--- src/rtl/apb_pkg.sv ---
// Shared types and helpers for the APB completer register file.
package apb_pkg;

  // Setup is a capture edge rather than a held state, so ST_SETUP is never entered.
  typedef enum logic [1:0] {
    ST_IDLE  = 2'd0,
    ST_SETUP = 2'd1,
    ST_WAIT  = 2'd2,
    ST_DONE  = 2'd3
  } apb_state_e;

  localparam logic RESP_OKAY = 1'b0;
  localparam logic RESP_ERR  = 1'b1;

  function automatic int idx_width(input int depth);
    return (depth > 1) ? $clog2(depth) : 1;
  endfunction

endpackage

--- src/rtl/apb_regfile.sv ---
// Word storage with byte-lane write port and a registered read port that returns 0 when not reading.
module apb_regfile
  import apb_pkg::*;
#(
  parameter int DATA_WIDTH = 32,
  parameter int DEPTH      = 16,
  parameter int IDX_W      = idx_width(DEPTH)
) (
  input  logic                    i_clk,
  input  logic                    i_rst_n,
  input  logic                    i_wr_en,
  input  logic [IDX_W-1:0]        i_wr_idx,
  input  logic [DATA_WIDTH-1:0]   i_wr_data,
  input  logic [DATA_WIDTH/8-1:0] i_wr_strb,
  input  logic                    i_rd_en,
  input  logic [IDX_W-1:0]        i_rd_idx,
  output logic [DATA_WIDTH-1:0]   o_rd_data
);

  logic [DATA_WIDTH-1:0] r_mem [DEPTH];
  logic [DATA_WIDTH-1:0] r_rd_data;

  always_ff @(posedge i_clk or negedge i_rst_n) begin
    if (!i_rst_n) begin
      for (int i = 0; i < DEPTH; i++) r_mem[i] <= '0;
      r_rd_data <= '0;
    end else begin
      if (i_wr_en) begin
        for (int b = 0; b < DATA_WIDTH / 8; b++) begin
          if (i_wr_strb[b]) r_mem[i_wr_idx][8*b +: 8] <= i_wr_data[8*b +: 8];
        end
      end
      // Read samples the array before any same-edge write lands.
      r_rd_data <= i_rd_en ? r_mem[i_rd_idx] : '0;
    end
  end

  assign o_rd_data = r_rd_data;

endmodule

--- src/rtl/apb_completer_regfile.sv ---
// APB completer: setup capture, programmable wait states, address error decode, register file access.
module apb_completer_regfile
  import apb_pkg::*;
#(
  parameter int ADDR_WIDTH  = 32,
  parameter int DATA_WIDTH  = 32,
  parameter int DEPTH       = 16,
  parameter int WAIT_STATES = 1
) (
  input  logic                    PCLK,
  input  logic                    PRESET,
  input  logic                    PSEL,
  input  logic                    PENABLE,
  input  logic                    PWRITE,
  input  logic [ADDR_WIDTH-1:0]   PADDR,
  input  logic [DATA_WIDTH-1:0]   PWDATA,
  input  logic [DATA_WIDTH/8-1:0] PSTRB,
  output logic [DATA_WIDTH-1:0]   PRDATA,
  output logic                    PREADY,
  output logic                    PSLVERR,
  output logic [1:0]              o_dbg_state
);

  localparam int STRB_W = DATA_WIDTH / 8;
  localparam int IDX_W  = idx_width(DEPTH);
  localparam logic [3:0] WS = 4'(WAIT_STATES);
  localparam logic [ADDR_WIDTH-1:0] ADDR_LIMIT = ADDR_WIDTH'(DEPTH * 4);

  // Handshake: the requester offers a transfer with PSEL&PENABLE held; it
  // completes on the rising edge where PREADY is also 1 (exactly one cycle).

  apb_state_e            r_state, w_next;
  logic [3:0]            r_cnt, w_cnt_next;
  logic                  r_write, r_err;
  logic [IDX_W-1:0]      r_idx;
  logic [DATA_WIDTH-1:0] r_wdata;
  logic [STRB_W-1:0]     r_strb;
  logic                  r_pready, r_pslverr;

  logic             w_setup, w_capture, w_complete, w_addr_err;
  logic             w_sel_write, w_sel_err, w_rd_en, w_wr_en;
  logic [IDX_W-1:0] w_sel_idx;

  assign w_setup    = PSEL && !PENABLE;
  assign w_addr_err = (PADDR[1:0] != 2'b00) || (PADDR >= ADDR_LIMIT);

  always_comb begin
    w_next     = r_state;
    w_cnt_next = r_cnt;
    w_capture  = 1'b0;
    w_complete = 1'b0;
    case (r_state)
      ST_IDLE: begin
        if (w_setup) w_capture = 1'b1;
      end
      ST_WAIT: begin
        if (!PSEL) begin
          w_next     = ST_IDLE;
          w_cnt_next = 4'd0;
        end else if (PENABLE) begin
          w_cnt_next = r_cnt - 4'd1;
          if (r_cnt <= 4'd1) w_next = ST_DONE;
        end
      end
      ST_DONE: begin
        if (w_setup) begin
          w_capture = 1'b1;
        end else begin
          w_next     = ST_IDLE;
          w_complete = PSEL && PENABLE;
        end
      end
      default: w_next = ST_IDLE;
    endcase
    if (w_capture) begin
      w_cnt_next = WS;
      w_next     = (WS == 4'd0) ? ST_DONE : ST_WAIT;
    end
  end

  // A zero-wait capture enters DONE on the same edge, so decode uses live inputs.
  assign w_sel_write = w_capture ? PWRITE : r_write;
  assign w_sel_err   = w_capture ? w_addr_err : r_err;
  assign w_sel_idx   = w_capture ? PADDR[IDX_W+1:2] : r_idx;
  assign w_rd_en     = (w_next == ST_DONE) && !w_sel_write && !w_sel_err;
  assign w_wr_en     = w_complete && r_write && !r_err;

  always_ff @(posedge PCLK or negedge PRESET) begin
    if (!PRESET) begin
      r_state   <= ST_IDLE;
      r_cnt     <= 4'd0;
      r_write   <= 1'b0;
      r_err     <= 1'b0;
      r_idx     <= '0;
      r_wdata   <= '0;
      r_strb    <= '0;
      r_pready  <= 1'b0;
      r_pslverr <= RESP_OKAY;
    end else begin
      r_state <= w_next;
      r_cnt   <= w_cnt_next;
      if (w_capture) begin
        r_write <= PWRITE;
        r_err   <= w_addr_err;
        r_idx   <= PADDR[IDX_W+1:2];
        r_wdata <= PWDATA;
        r_strb  <= PSTRB;
      end
      r_pready  <= (w_next == ST_DONE);
      r_pslverr <= ((w_next == ST_DONE) && w_sel_err) ? RESP_ERR : RESP_OKAY;
    end
  end

  apb_regfile #(
    .DATA_WIDTH (DATA_WIDTH),
    .DEPTH      (DEPTH),
    .IDX_W      (IDX_W)
  ) u_regfile (
    .i_clk     (PCLK),
    .i_rst_n   (PRESET),
    .i_wr_en   (w_wr_en),
    .i_wr_idx  (r_idx),
    .i_wr_data (r_wdata),
    .i_wr_strb (r_strb),
    .i_rd_en   (w_rd_en),
    .i_rd_idx  (w_sel_idx),
    .o_rd_data (PRDATA)
  );

  assign PREADY      = r_pready;
  assign PSLVERR     = r_pslverr;
  assign o_dbg_state = r_state;

endmodule

--- config.mk ---
export PLATFORM = sky130hd
export DESIGN_NAME = apb_completer_regfile
export DESIGN_NICKNAME = d
export VERILOG_FILES = /design/src/rtl/apb_pkg.sv /design/src/rtl/apb_regfile.sv /design/src/rtl/apb_completer_regfile.sv
export SDC_FILE = /design/constraint.sdc
export NUM_CORES = 1
export LEC_CHECK = 0
export ABC_AREA = 0
export BUFFER_PORTS_ARGS = -buffer_cell sky130_fd_sc_hd__buf_2
export CORE_MARGIN = 1
export CORE_UTILIZATION = 40
export CTS_CLUSTER_DIAMETER = 120
export CTS_CLUSTER_SIZE = 8
export DETAILED_ROUTE_END_ITERATION = 8
export GPL_TIMING_DRIVEN = 0
export PLACE_DENSITY_LB_ADDON = 0.1
export SYNTH_ARGS = -nofsm -noshare
export SYNTH_HDL_FRONTEND = slang
export SYNTH_HIERARCHICAL = 1
export SYNTH_SLANG_ARGS = --single-unit
--- constraint.sdc ---
create_clock -name PCLK -period 4.2 [get_ports PCLK]
set_input_delay 0 -clock PCLK [delete_from_list [all_inputs] [get_ports PCLK]]
set_output_delay 0 -clock PCLK [all_outputs]
set_load 0.005 [all_outputs]
Yosys cells after proc, flatten, opt, wreduce, memory -nomap -nowiden
Cells that the tools add are included.
- RAM bits: 0
- latch bits: 0
- memory bits (read-only): 0
- register bits: 594
- logic and storage cells: 97
- output and inout bits: 36
- memories: 0
- divide/modulo/power cells: 0
- reduce and logical (&&, ||, !) cells: 18
- bitwise gates (word level): 2
- add/sub/neg operators: 1
- shifts and indexed selects: 0
- multiplexer cells: 41
- multipliers: 0
- $lt $le $gt $ge: 5
- eq/ne operators: 4
- operator list (kind ; count):
    512-bit two-way mux ; 7
    512-bit bitwise mux ; 4
    32-bit demux with 4-bit select ; 4
    32-bit binary-select mux with 4-bit select ; 1
    32-bit two-way mux ; 4
    32-bit by 7-bit >= comparator with 1-bit output, second input constant ; 1
    24-bit two-way mux ; 1
    4-bit two-way mux ; 5
    16-bit two-way mux ; 1
    5-bit >= comparator, second input constant ; 2
    2-bit two-way mux ; 5
    4-bit NOT with 5-bit output ; 2
    1-bit logical AND ; 8
    8-bit two-way mux ; 1
    1-bit two-way mux ; 7
    2-bit equality test, second input constant ; 3
    2-bit one-hot mux with 3 select lines ; 1
    5-bit by 1-bit < comparator with 1-bit output, second input constant ; 1
    4-bit by 1-bit less-or-equal comparator with 1-bit output, second input constant ; 1
    1-bit zero test ; 4
    2-bit nonzero test ; 2
    4-bit by 1-bit subtractor with 4-bit output, second input constant ; 1
    3-bit by 1-bit != test with 1-bit output, second input constant ; 1
    2-bit zero test ; 1
    other kinds (3) ; 3

Depth between registers and ports, before layout
Gate-level depths: netlist of run 1.
- depth in word-level cells: 16
- mapped depth: 14

Modules after synthesis
The synthesis of run 1 kept the hierarchy.
- by module, submodules not included (module ; area each (um2) ; sequential area each (um2) ; instances ; cells each):
    apb_regfile ; 24277.0 ; 13613.1 ; 1 ; 1712
    apb_completer_regfile ; 2219.6 ; 1251.2 ; 1 ; 161

Worst setup path before layout of run 1
Ideal clock, no wire load.
- path type: register to register
- from: register r_state[0], in the netlist o_dbg_state[0]
- to: register u_regfile.r_rd_data[4], in the netlist u_regfile/o_rd_data[4]
- path buffers: 4
- setup time: 0.127 ns
- cell stages (with the launch flop): 13
- arrival time: 2.758 ns
- path slack: 1.314 ns
- required time: 4.073 ns
- cells stage by stage: dfrtp_1 > inv_1 > ha_1 > nor3b_2 > buf_6 > buf_6 > mux2_2 > clkbuf_1 > nor2_1 > clkbuf_1 > a22oi_1 > nand3_1 > o21ai_0
- cells in the longest elaborated chain, start to end: 9
- ends and longest elaborated chain (what ; line ; RTL):
    start, declared ; apb_completer_regfile.sv:32 ; apb_state_e r_state, w_next;
    start signal, assigned ; apb_completer_regfile.sv:100 ; r_state <= w_next;
    2-bit equality test or 2-bit zero test (tied branches) ; apb_completer_regfile.sv:52 ; case (r_state)
    2-bit OR reduction (no line) * ; n/a ;
    1-bit two-way mux * ; n/a ;
    4-bit two-way mux * ; n/a ;
    net w_sel_idx[1] ; apb_completer_regfile.sv:42 ; logic [IDX_W-1:0] w_sel_idx;
    4-bit NOT with 5-bit output (implied by the code) * ; apb_regfile.sv:34 ; r_rd_data <= i_rd_en ? r_mem[i_rd_idx] : '0;
    32-bit binary-select mux with 4-bit select * ; apb_regfile.sv:34 ;
    32-bit two-way mux (implied by the code) * (2 in a row) ; apb_regfile.sv:34 ;
    32-bit two-way mux * ; apb_regfile.sv:34 ;
    end signal, assigned ; apb_regfile.sv:34 ;
    end, declared ; apb_regfile.sv:21 ; logic [DATA_WIDTH-1:0] r_rd_data;
The timed path passes the listed nets; every way through them passes the cells marked *. The select of a mux whose other input is x is not followed.
A chain may end at the register's enable or synchronous reset.

Final worst setup path of run 1
- from: register r_state[0], in the netlist o_dbg_state[0]
- to: register u_regfile.r_rd_data[10], in the netlist u_regfile/o_rd_data[10]
The elaborated chain is that of the path after synthesis.

==> results.yml, run 1 <==
global_routing:
  grt_pass1_vias: 17700
  antenna_found_initial: 1
  grt_usage_pct: 24.5
  grt_pass1_wl_um: 119000
  overflow: 0
  grt_max_degree: 127
route:
  wire_per_inst_um: 27.1
  vias: 16700
  drc: 0
  first_iter_violations: 1137
  ant_nets: 0
  vias_per_cell: 5.60
  wl_um: 80800
  drt-pass1-iter-count: 8
worst_setup_path:
  crit_start: "o_dbg_state[0]"
  startpoint_type: "flip-flop"
  cp_max_fo: 10
  worstPathRequired_ns: 4.65
  path_class: "reg -> reg"
  crit_arrival_ns: 4.58
  timing.rr.start: "o_dbg_state[0]"
  crit_path_end_kind: "flip-flop"
  reg2reg_depth: 13
timing:
  clock.fmax_mhz: 242
  relSlewSlack_pct: 4.95
  worst_slack_ns: 0.0735
  rsz0062_at_grt: "yes"
  slew_viol_final: 0
  setup_viol: 0
  tightest_slew_ns: 1.43
  holdWs_ns: 0.155
  fin_crit_ns: 4.13
  finalHoldViolations: 0
  skew_ns: 0.0212
  fin_crit_sh_pct: 98.2
logic_synthesis:
  synth.net_count: 1952
  synth-main-ff-cell: "dfrtp_1"
  synth-seq-area-share_pct: 56.1
  synth_top_area_share_pct: 56.1
  synth_top_area_cell: "dfrtp_1"
  synth_cells: 1873
  synth.avg_cell_area_um2: 14.1
  synthMostInstantiatedCell: "dfrtp_1"
  ys_types: 43
  netlist_area_um2: 26500
  synth_edf_count: 0
  ys_top_cells_by_count: "dfrtp_1 (594), mux2_2 (521), mux2i_1 (206)"
  synth_area_leaders: "dfrtp_1 (56%), mux2_2 (22%), mux2i_1 (7.8%), a22oi_1 (2.9%), mux4_2 (2.1%)"
  async_reset_ff_share_pct: 100
  ys.warnings.count: 6
  synth-seq-cells: 594
layout:
  instances_no_fill: 2980
  fin_util_pct: 47.7
  layout-drive-gt1-share_pct: 39.0
  area_growth_pct: 17.0
  n_antenna_cell: 0
  nets: 2201
clocking:
  clkSinkCount: 594
  cts.clk_slew.worst_paths_ns: 0.05
  post-cts-setup-buffer-count: 0
  root_buffer: "clkbuf_16"
  cts_max_level: 3
  cts_buffers: 84
  cts_tree: "yes"
  clock_latency_ns: 0.61
  clk_path_buf_depth: 3
place:
  portBuffers: 107
  globalplace.congestion: 0.846
  dp_hpwl_um: 51900
  dp_slack_ns: -0.844
  dp_cells: 2840
power_and_ir_drop:
  p_switching_mw: 6.49
  comb_power_share_pct: 30.1
  swShare_pct: 36.5
  seq_power_share_pct: 36.4
  power.total_mw: 17.8
  p_int_mw: 11.3
  cellLeakagePower_nw: 15.4
  power_density_nw_per_um2: 574
  p_clk_share_pct: 33.5
  ir_drop_uv: 377
floorplan:
  initial_core_util_pct: 40.8
  ios: 109
  fp-row-count: 93
  dieArea_um2: 67300
  die_h_um: 259
  core-area_um2: 64900
  die_w_um: 259
run_status:
  status: "finished, final reports clean"
run:
  maxCapViolations: 0
min_path:
  hold_path.class: "in -> reg"
  whs_path_depth: 3
  min_from: "PSTRB[3]"
[final cells by class]
class                   count  area, um^2
plain buffers             108         513
clock buffers              87        2180
clock inverters             2        17.5
fillers                  5797       33900
inverters                  10        37.5
multi-input cells        1161       11100
flip-flops and latches    594       14900
well taps                 855        1070
repair buffers            163        1200
[what timing repair did]
item	in CTS	in global routing
resized for setup	21	8
hold buffers	51	0
pin swaps	0	0
hold endpoints to repair	305	0
setup endpoints to repair	32	23
[cell usage in the layout (no fill, tap or decap), types with 6 or more instances in the layout]
cell           count
clkbuf_16         87
nor3_1             8
mux2_2           521
dfrtp_1          594
nand3_1           32
inv_1             10
clkbuf_1          52
nor2_1            11
ha_1               6
nor2_2            12
clkbuf_2          18
nand2_1           86
mux2i_1          206
mux2_1            31
a22oi_1          103
buf_2            132
nor4_1             9
o21ai_0           35
dlygate4sd3_1     50
nand2b_1          30
mux4_2            25
[sequential cells by signal, indices dropped and copies added, names as in the netlist]
name and cells:
PREADY 1, PSLVERR 1, o_dbg_state 2, r_cnt 4, r_err 1, r_idx 4, r_strb 4, r_wdata 32
r_write 1, u_regfile/o_rd_data 32, u_regfile/r_mem 512
[stage by stage]
| stage | setup TNS, ns | instance area (um^2) |
|---|---|---|
| 2_1_floorplan | 0 | 26500 |
| 3_3_place_gp | -5413.12 | 28100 |
| 3_5_place_dp | -18.52 | 28200 |
| 4_1_cts | 0 | 31000 |
| 5_1_grt | -0.163 | 31000 |
| 6_report | 0 | 31000 |
[critical path: stages (launching register included)]
cell and delay, ns:
dfrtp_1 0.39, inv_1 0.10, ha_1 0.38, nor3b_2 0.20, buf_6 0.21, buf_6 0.23
mux2_2 0.38, clkbuf_2 0.30, and2_1 0.25, clkbuf_2 0.35, clkbuf_2 0.47, a22oi_1 0.26
nand3_1 0.11, o21ai_1 0.31
[per-layer routing]
layer / wire [um] / part of all wire [%] / track usage (%) / up-vias
met5: 0 / 0 / 0 / -
met1: 35800 / 44 / 33.1 / 8829
li1: - / - / - / 7298
met3: 4150 / 5.1 / 4.10 / 126
met2: 38500 / 48 / 40.0 / 446
met4: 2330 / 2.9 / 7.88 / 0
[kinds of logic (layout without fill, tap and decap cells)]
logic type / count (synthesis) / in the layout / share of synthesized area, %
fa+ha+maj: 6 / 6 / 0.283
simple gates: 215 / 215 / 4.16
mux: 784 / 784 / 33.4
flops: 594 / 594 / 56.1
buf+inv: 118 / 370 / 1.98
compound gates: 156 / 156 / 4.06
[power by group through the flow]
| stage | clock (mW) | combinational [mW] | sequential [mW] |
|---|---|---|---|
| 2_1_floorplan | 0 | 3.09 | 6.33 |
| 3_3_place_gp | 0 | 5.23 | 6.55 |
| 3_5_place_dp | 0 | 5.29 | 6.56 |
| 4_1_cts | 6.14 | 5.36 | 6.46 |
| 5_1_grt | 6.37 | 5.64 | 6.52 |
| 6_report | 5.96 | 5.36 | 6.46 |
[path summary, 6_finish.rpt]
path / to / slack, ns
setup / recovery: u_regfile/o_rd_data[10] / 0.07
hold / removal: r_strb[3] / 0.16
setup reg to reg: u_regfile/o_rd_data[10] / 0.07
hold reg to reg: u_regfile/r_mem[39] / 0.48
max in group asynchronous: u_regfile/r_mem[243] / 2.16
min in group asynchronous: u_regfile/r_mem[383] / 0.47
(Power assumes the default switching activity.)
==> inputs of run 2 (changes only) <==
--- a/config.mk
+++ b/config.mk
@@ -5,7 +5,7 @@
 export SDC_FILE = /design/constraint.sdc
 export NUM_CORES = 1
 export LEC_CHECK = 0
-export ABC_AREA = 0
+export ABC_AREA = 1
 export BUFFER_PORTS_ARGS = -buffer_cell sky130_fd_sc_hd__buf_2
 export CORE_MARGIN = 1
 export CORE_UTILIZATION = 40
@@ -16,5 +16,4 @@
 export PLACE_DENSITY_LB_ADDON = 0.1
 export SYNTH_ARGS = -nofsm -noshare
 export SYNTH_HDL_FRONTEND = slang
-export SYNTH_HIERARCHICAL = 1
 export SYNTH_SLANG_ARGS = --single-unit
==> run 2 against run 1 <==
Against the previous run:
- the run now ends with max-capacitance violations left
- count of clock-buffer cells in the layout down 1
- wire length up 54%
- worst setup slack better by 0.17 ns
- die area rose by 1.9%
- clock skew increased by 0.0043 ns
- hold slack got worse by 0.14 ns
- final cell count increased by 46%
- total power rose by 15%
- flip-flop and latch count unchanged
- cell area rose by 1.5%
- fmax grew 4.2%
==> results.yml, run 2 <==
run_status:
  status: "finished with violations"
  violations: "max-capacitance violations"
global_routing:
  grt_pass1_vias: 23900
  grt_usage_pct: 36.6
  overflow: 0
  grt_max_degree: 112
  antenna_found_initial: 7
  grt_pass1_wl_um: 175000
logic_synthesis:
  synth.avg_cell_area_um2: 8.35
  synth_area_leaders: "dfrtp_1 (55%), nand2_1 (16%), nand3_1 (7.8%), o21ai_1 (5.2%), o21ai_0 (5.0%)"
  ys_top_cells_by_count: "nand2_1 (1172), dfrtp_1 (594), nand3_1 (422)"
  ys_types: 30
  synth.net_count: 3315
  netlist_area_um2: 27000
  synthMostInstantiatedCell: "nand2_1"
  synth_top_area_cell: "dfrtp_1"
  synth-seq-cells: 594
  synth-main-ff-cell: "dfrtp_1"
  synth_cells: 3236
  synth_edf_count: 0
  synth-seq-area-share_pct: 55.0
  synth_top_area_share_pct: 55.0
  ys.warnings.count: 0
  async_reset_ff_share_pct: 100
floorplan:
  core-area_um2: 66300
  initial_core_util_pct: 40.7
  die_h_um: 262
  ios: 109
  die_w_um: 262
  fp-row-count: 94
  dieArea_um2: 68600
timing:
  rsz0062_at_grt: "no"
  relSlewSlack_pct: 0.307
  setup_viol: 0
  skew_ns: 0.0255
  fin_crit_ns: 3.96
  tightest_slew_ns: 1.50
  fin_crit_sh_pct: 94.2
  holdWs_ns: 0.0177
  tns_ns: 0
  worst_slack_ns: 0.242
  slew_viol_final: 0
  finalHoldViolations: 0
  clock.fmax_mhz: 253
worst_setup_path:
  crit_arrival_ns: 4.39
  path_class: "reg -> reg"
  worstPathRequired_ns: 4.64
  crit_path_end_kind: "flip-flop"
  cp_max_fo: 10
  startpoint_type: "flip-flop"
min_path:
  hold_path.class: "in -> async"
clocking:
  clkSinkCount: 594
  cts_max_level: 3
  root_buffer: "clkbuf_16"
  cts_resized: 0
  cts.clk_slew.worst_paths_ns: 0.05
  cts_tree: "yes"
  clock_latency_ns: 0.64
  clk_path_buf_depth: 3
  cts_buffers: 84
power_and_ir_drop:
  power_density_nw_per_um2: 652
  power.total_mw: 20.5
  ir_drop_uv: 743
  cellLeakagePower_nw: 14.7
place:
  dp_cells: 4212
  post_dp_cell_area_um2: 28800
  globalplace.congestion: 0.954
  dp_hpwl_um: 81100
  portBuffers: 107
  dp_slack_ns: 0.480
layout:
  nets: 3559
  mostFrequentLayoutCells: "nand2_1 (1172), dfrtp_1 (594), nand3_1 (422)"
  largest_register_ffs: 512
  max_flop_register: "u_regfile.r_mem"
  area_growth_pct: 16.5
  instances_no_fill: 4353
  layout-drive-gt1-share_pct: 11.5
  final_common_cell: "nand2_1"
  fin_area_um2: 31500
  fin_util_pct: 47.4
route:
  vias: 25500
  vias_per_cell: 5.86
  wl_um: 124000
  ant_nets: 0
  drc: 0
  first_iter_violations: 4106
  wire_per_inst_um: 28.5
  drt-pass1-iter-count: 8
run:
  maxCapViolations: 1
run 2: cell types whose count changed in the layout (fill, tap and decap cells not counted), moves of 55 or more:
cell     delta
o21ai_0   +236
mux2_2    -521
a22oi_1   -103
buf_2      +58
mux2i_1   -206
o21ai_1   +280
nand2_1  +1086
nor2_1    +113
inv_1      +55
nand3_1   +390
run 2: kinds of logic after synthesis:
| kind of cell | Yosys count | synth area share [%] |
|---|---|---|
| AO/OA/AOI/OAI | 565 | 10.5 |
| XOR/XNOR | 1 | 0.0324 |
| AND/OR/NAND/NOR | 1783 | 28.5 |
| flip-flops | 594 | 55.0 |
| adder cells (fa/ha/maj) | 6 | 0.278 |
| buffers and inverters | 287 | 5.63 |
run 2: timing repair:
action / in CTS / in global routing
endpoints found under the hold margin: 144 / 0
endpoints found under the setup margin: 0 / 0
setup buffers: 0 / 0
hold buffers: 46 / 0
run 2: worst max-delay path: stages, from the launching register on:
cell and delay (ns):
dfrtp_1 0.42, inv_1 0.11, ha_1 0.34, inv_2 0.11
nand3_4 0.15, buf_6 0.19, o21ai_2 0.65, inv_1 0.24
clkbuf_1 0.59, nand2_1 0.28, nor2_1 0.10, nor2_1 0.57
run 2: metal layers:
metal,up-vias,GRT usage (%),routed length [um]
met3,342,9.96,13700
met2,1582,52.4,51900
met4,0,19.7,7610
li1,11000,-,-
met5,-,0,0
met1,12500,50.3,50900
run 2: worst paths after layout:
path | from | end | slack, ns | depth (start not counted)
setup / recovery | o_dbg_state[0] | u_regfile.o_rd_data[2] | 0.24 | 11
hold / removal | PRESET | u_regfile.r_mem[204] | 0.02 | 2
setup reg to reg | o_dbg_state[0] | u_regfile.o_rd_data[2] | 0.24 | 11
hold reg to reg | u_regfile.r_mem[240] | u_regfile.r_mem[240] | 0.48 | 2
max in group asynchronous | PRESET | u_regfile.r_mem[381] | 2.13 | 5
min in group PCLK | PWDATA[4] | r_wdata[4] | 0.12 | 4
run 2: cell type report:
class | instances | area [um^2]
multi-input cells | 2355 | 10600
diodes | 3 | 7.51
fillers | 6521 | 34900
flip-flops and latches | 594 | 14900
clock inverters | 6 | 60.1
clock buffers | 86 | 2150
plain buffers | 218 | 1260
repair buffers | 158 | 1140
well taps | 864 | 1080
inverters | 69 | 259
run 2: report_power, final:
group	switching [mW]	leakage (nW)	internal [mW]
registers	0.0904	8.22	5.95
logic	6.89	5.39	1.44
clock network	2.55	1.09	3.59
==> inputs of run 3 (changes only) <==
--- a/config.mk
+++ b/config.mk
@@ -7,6 +7,8 @@
 export LEC_CHECK = 0
 export ABC_AREA = 1
 export BUFFER_PORTS_ARGS = -buffer_cell sky130_fd_sc_hd__buf_2
+export CELL_PAD_IN_SITES_DETAIL_PLACEMENT = 1
+export CELL_PAD_IN_SITES_GLOBAL_PLACEMENT = 2
 export CORE_MARGIN = 1
 export CORE_UTILIZATION = 40
 export CTS_CLUSTER_DIAMETER = 120
==> run 3 against run 2 <==
Against the previous run:
- the run now ends clean
- flip-flop and latch count did not move
- clock power hardly changed
- clock skew grew 0.0033 ns
- count of clock-buffer cells in the layout did not move
- die area unchanged
- combinational power rose by 3.5%
- critical path depth unchanged
- largest cell class unchanged
==> results.yml, run 3 (synthesis results as in run 2) <==
power_and_ir_drop:
  cellLeakagePower_nw: 14.7
  ir_drop_uv: 770
  power.total_mw: 20.8
  power_density_nw_per_um2: 662
timing:
  finalHoldViolations: 0
  fin_crit_sh_pct: 95.1
  relSlewSlack_pct: 2.10
  clock.fmax_mhz: 250
  tightest_slew_ns: 1.46
  setup_viol: 0
  rsz0062_at_grt: "no"
  skew_ns: 0.0288
  slew_viol_final: 0
  fin_crit_ns: 3.99
layout:
  max_flop_register: "u_regfile.r_mem"
  final_common_cell: "nand2_1"
  largest_register_ffs: 512
  num-fill-cells: 7920
  area_growth_pct: 16.5
  layout-drive-gt1-share_pct: 11.5
  fin_util_pct: 47.4
  nets: 3559
  mostFrequentLayoutCells: "nand2_1 (1172), dfrtp_1 (594), nand3_1 (422)"
clocking:
  cts_max_level: 3
  clock_latency_ns: 0.65
  post-cts-setup-buffer-count: 0
  clk_path_buf_depth: 3
  cts.clk_slew.worst_paths_ns: 0.05
  root_buffer: "clkbuf_16"
  cts_buffers: 84
  cts_tree: "yes"
  clkSinkCount: 594
route:
  wl_um: 133000
  vias_per_cell: 5.98
  ant_nets: 0
  drt-pass1-iter-count: 5
  first_iter_violations: 3178
  wire_per_inst_um: 30.5
  drc: 0
  vias: 26000
worst_setup_path:
  crit_path_end_kind: "flip-flop"
  path_class: "reg -> reg"
  crit_arrival_ns: 4.46
  r2r_setup_slack_ns: 0.21
  worstPathRequired_ns: 4.66
  cp_max_fo: 10
  startpoint_type: "flip-flop"
global_routing:
  grt_pass1_vias: 25800
  grt_max_degree: 123
  grt_usage_pct: 39.3
  grt_pass1_wl_um: 188000
  antenna_found_initial: 14
  overflow: 0
floorplan:
  die_w_um: 262
  initial_core_util_pct: 40.7
  die_h_um: 262
  dieArea_um2: 68600
  fp-row-count: 94
  ios: 109
  core-area_um2: 66300
place:
  dp_hpwl_um: 88000
  globalplace.congestion: 0.967
  portBuffers: 107
run_status:
  status: "finished, final reports clean"
min_path:
  hold_path.class: "in -> async"
run:
  maxCapViolations: 0
run 3: changes by cell type in the layout (fill, tap and decap cells not counted):
| cell | change |
|---|---|
| diode_2 | -2 |
| buf_8 | +1 |
| dlygate4sd3_1 | -1 |
| inv_16 | +1 |
| inv_6 | -2 |
run 3: metal layers:
metal / up-vias / track usage, % / routed length [um]
li1: 11000 / - / -
met1: 13400 / 53.9 / 55500
met2: 1294 / 57.8 / 56900
met3: 335 / 9.47 / 12700
met4: 12 / 20.1 / 7410
met5: - / 0 / 79
run 3: final timing paths:
| kind | start | to | cells after the start |
|---|---|---|---|
| worst max-delay path | o_dbg_state[0] | u_regfile.o_rd_data[0] | 11 |
| worst min-delay path | PRESET | u_regfile.r_mem[233] | 2 |
| worst max register to register | o_dbg_state[0] | u_regfile.o_rd_data[0] | 11 |
| worst min register to register | u_regfile.r_mem[431] | u_regfile.r_mem[431] | 2 |
| max in group asynchronous | PRESET | u_regfile.o_rd_data[27] | 4 |
| min in group PCLK | PWDATA[25] | r_wdata[25] | 4 |
run 3: metrics by stage:
stage | setup TNS [ns] | instances | hold slack, ns | cell area, um^2 | setup slack (ns)
floorplan | 0 | 3236 | -0.296 | 27000 | 2.17
global placement | -5545.09 | 4207 | 0.210 | 28600 | -9.44
detailed placement | 0 | 4213 | 0.0984 | 28800 | 0.459
CTS | 0 | 4349 | 0.0273 | 31500 | 0.440
global route | 0 | 4349 | 0.0661 | 31500 | 0.278
finish | 0 | 4350 | 0.0100 | 31500 | 0.206
run 3: area by class of cell:
| class | count | area (um^2) | area share [%] |
|---|---|---|---|
| sequential | 594 | 14900 | 47.2 |
| multi-input combinational | 2355 | 10600 | 33.8 |
| clock buffer | 86 | 2150 | 6.84 |
| buffer | 218 | 1260 | 4.02 |
| timing repair buffer | 158 | 1150 | 3.65 |
| tap | 864 | 1080 | 3.44 |
| inverter | 69 | 259 | 0.823 |
| clock inverter | 5 | 62.6 | 0.199 |
| antenna | 1 | 2.50 | 0.00795 |
run 3: repair_timing:
action / CTS / global route
hold buffers: 45 / 0
endpoints found under the hold margin: 136 / 0
resized for setup: 0 / 0
run 3: worst max-delay path, cell delays in order, from the launching register on:
cell and delay, ns:
dfrtp_1 0.46, inv_1 0.12, ha_1 0.34, inv_2 0.11, nand3_4 0.14, buf_6 0.18
o21ai_2 0.71, inv_1 0.22, clkbuf_1 0.62, nand2_1 0.29, nor2_1 0.13, nor2_1 0.48
run 3: power by group:
part	internal (mW)	leakage (nW)	switching, mW
combinational	1.44	5.39	7.18
clock	3.59	1.09	2.57
sequential	5.95	8.22	0.0963
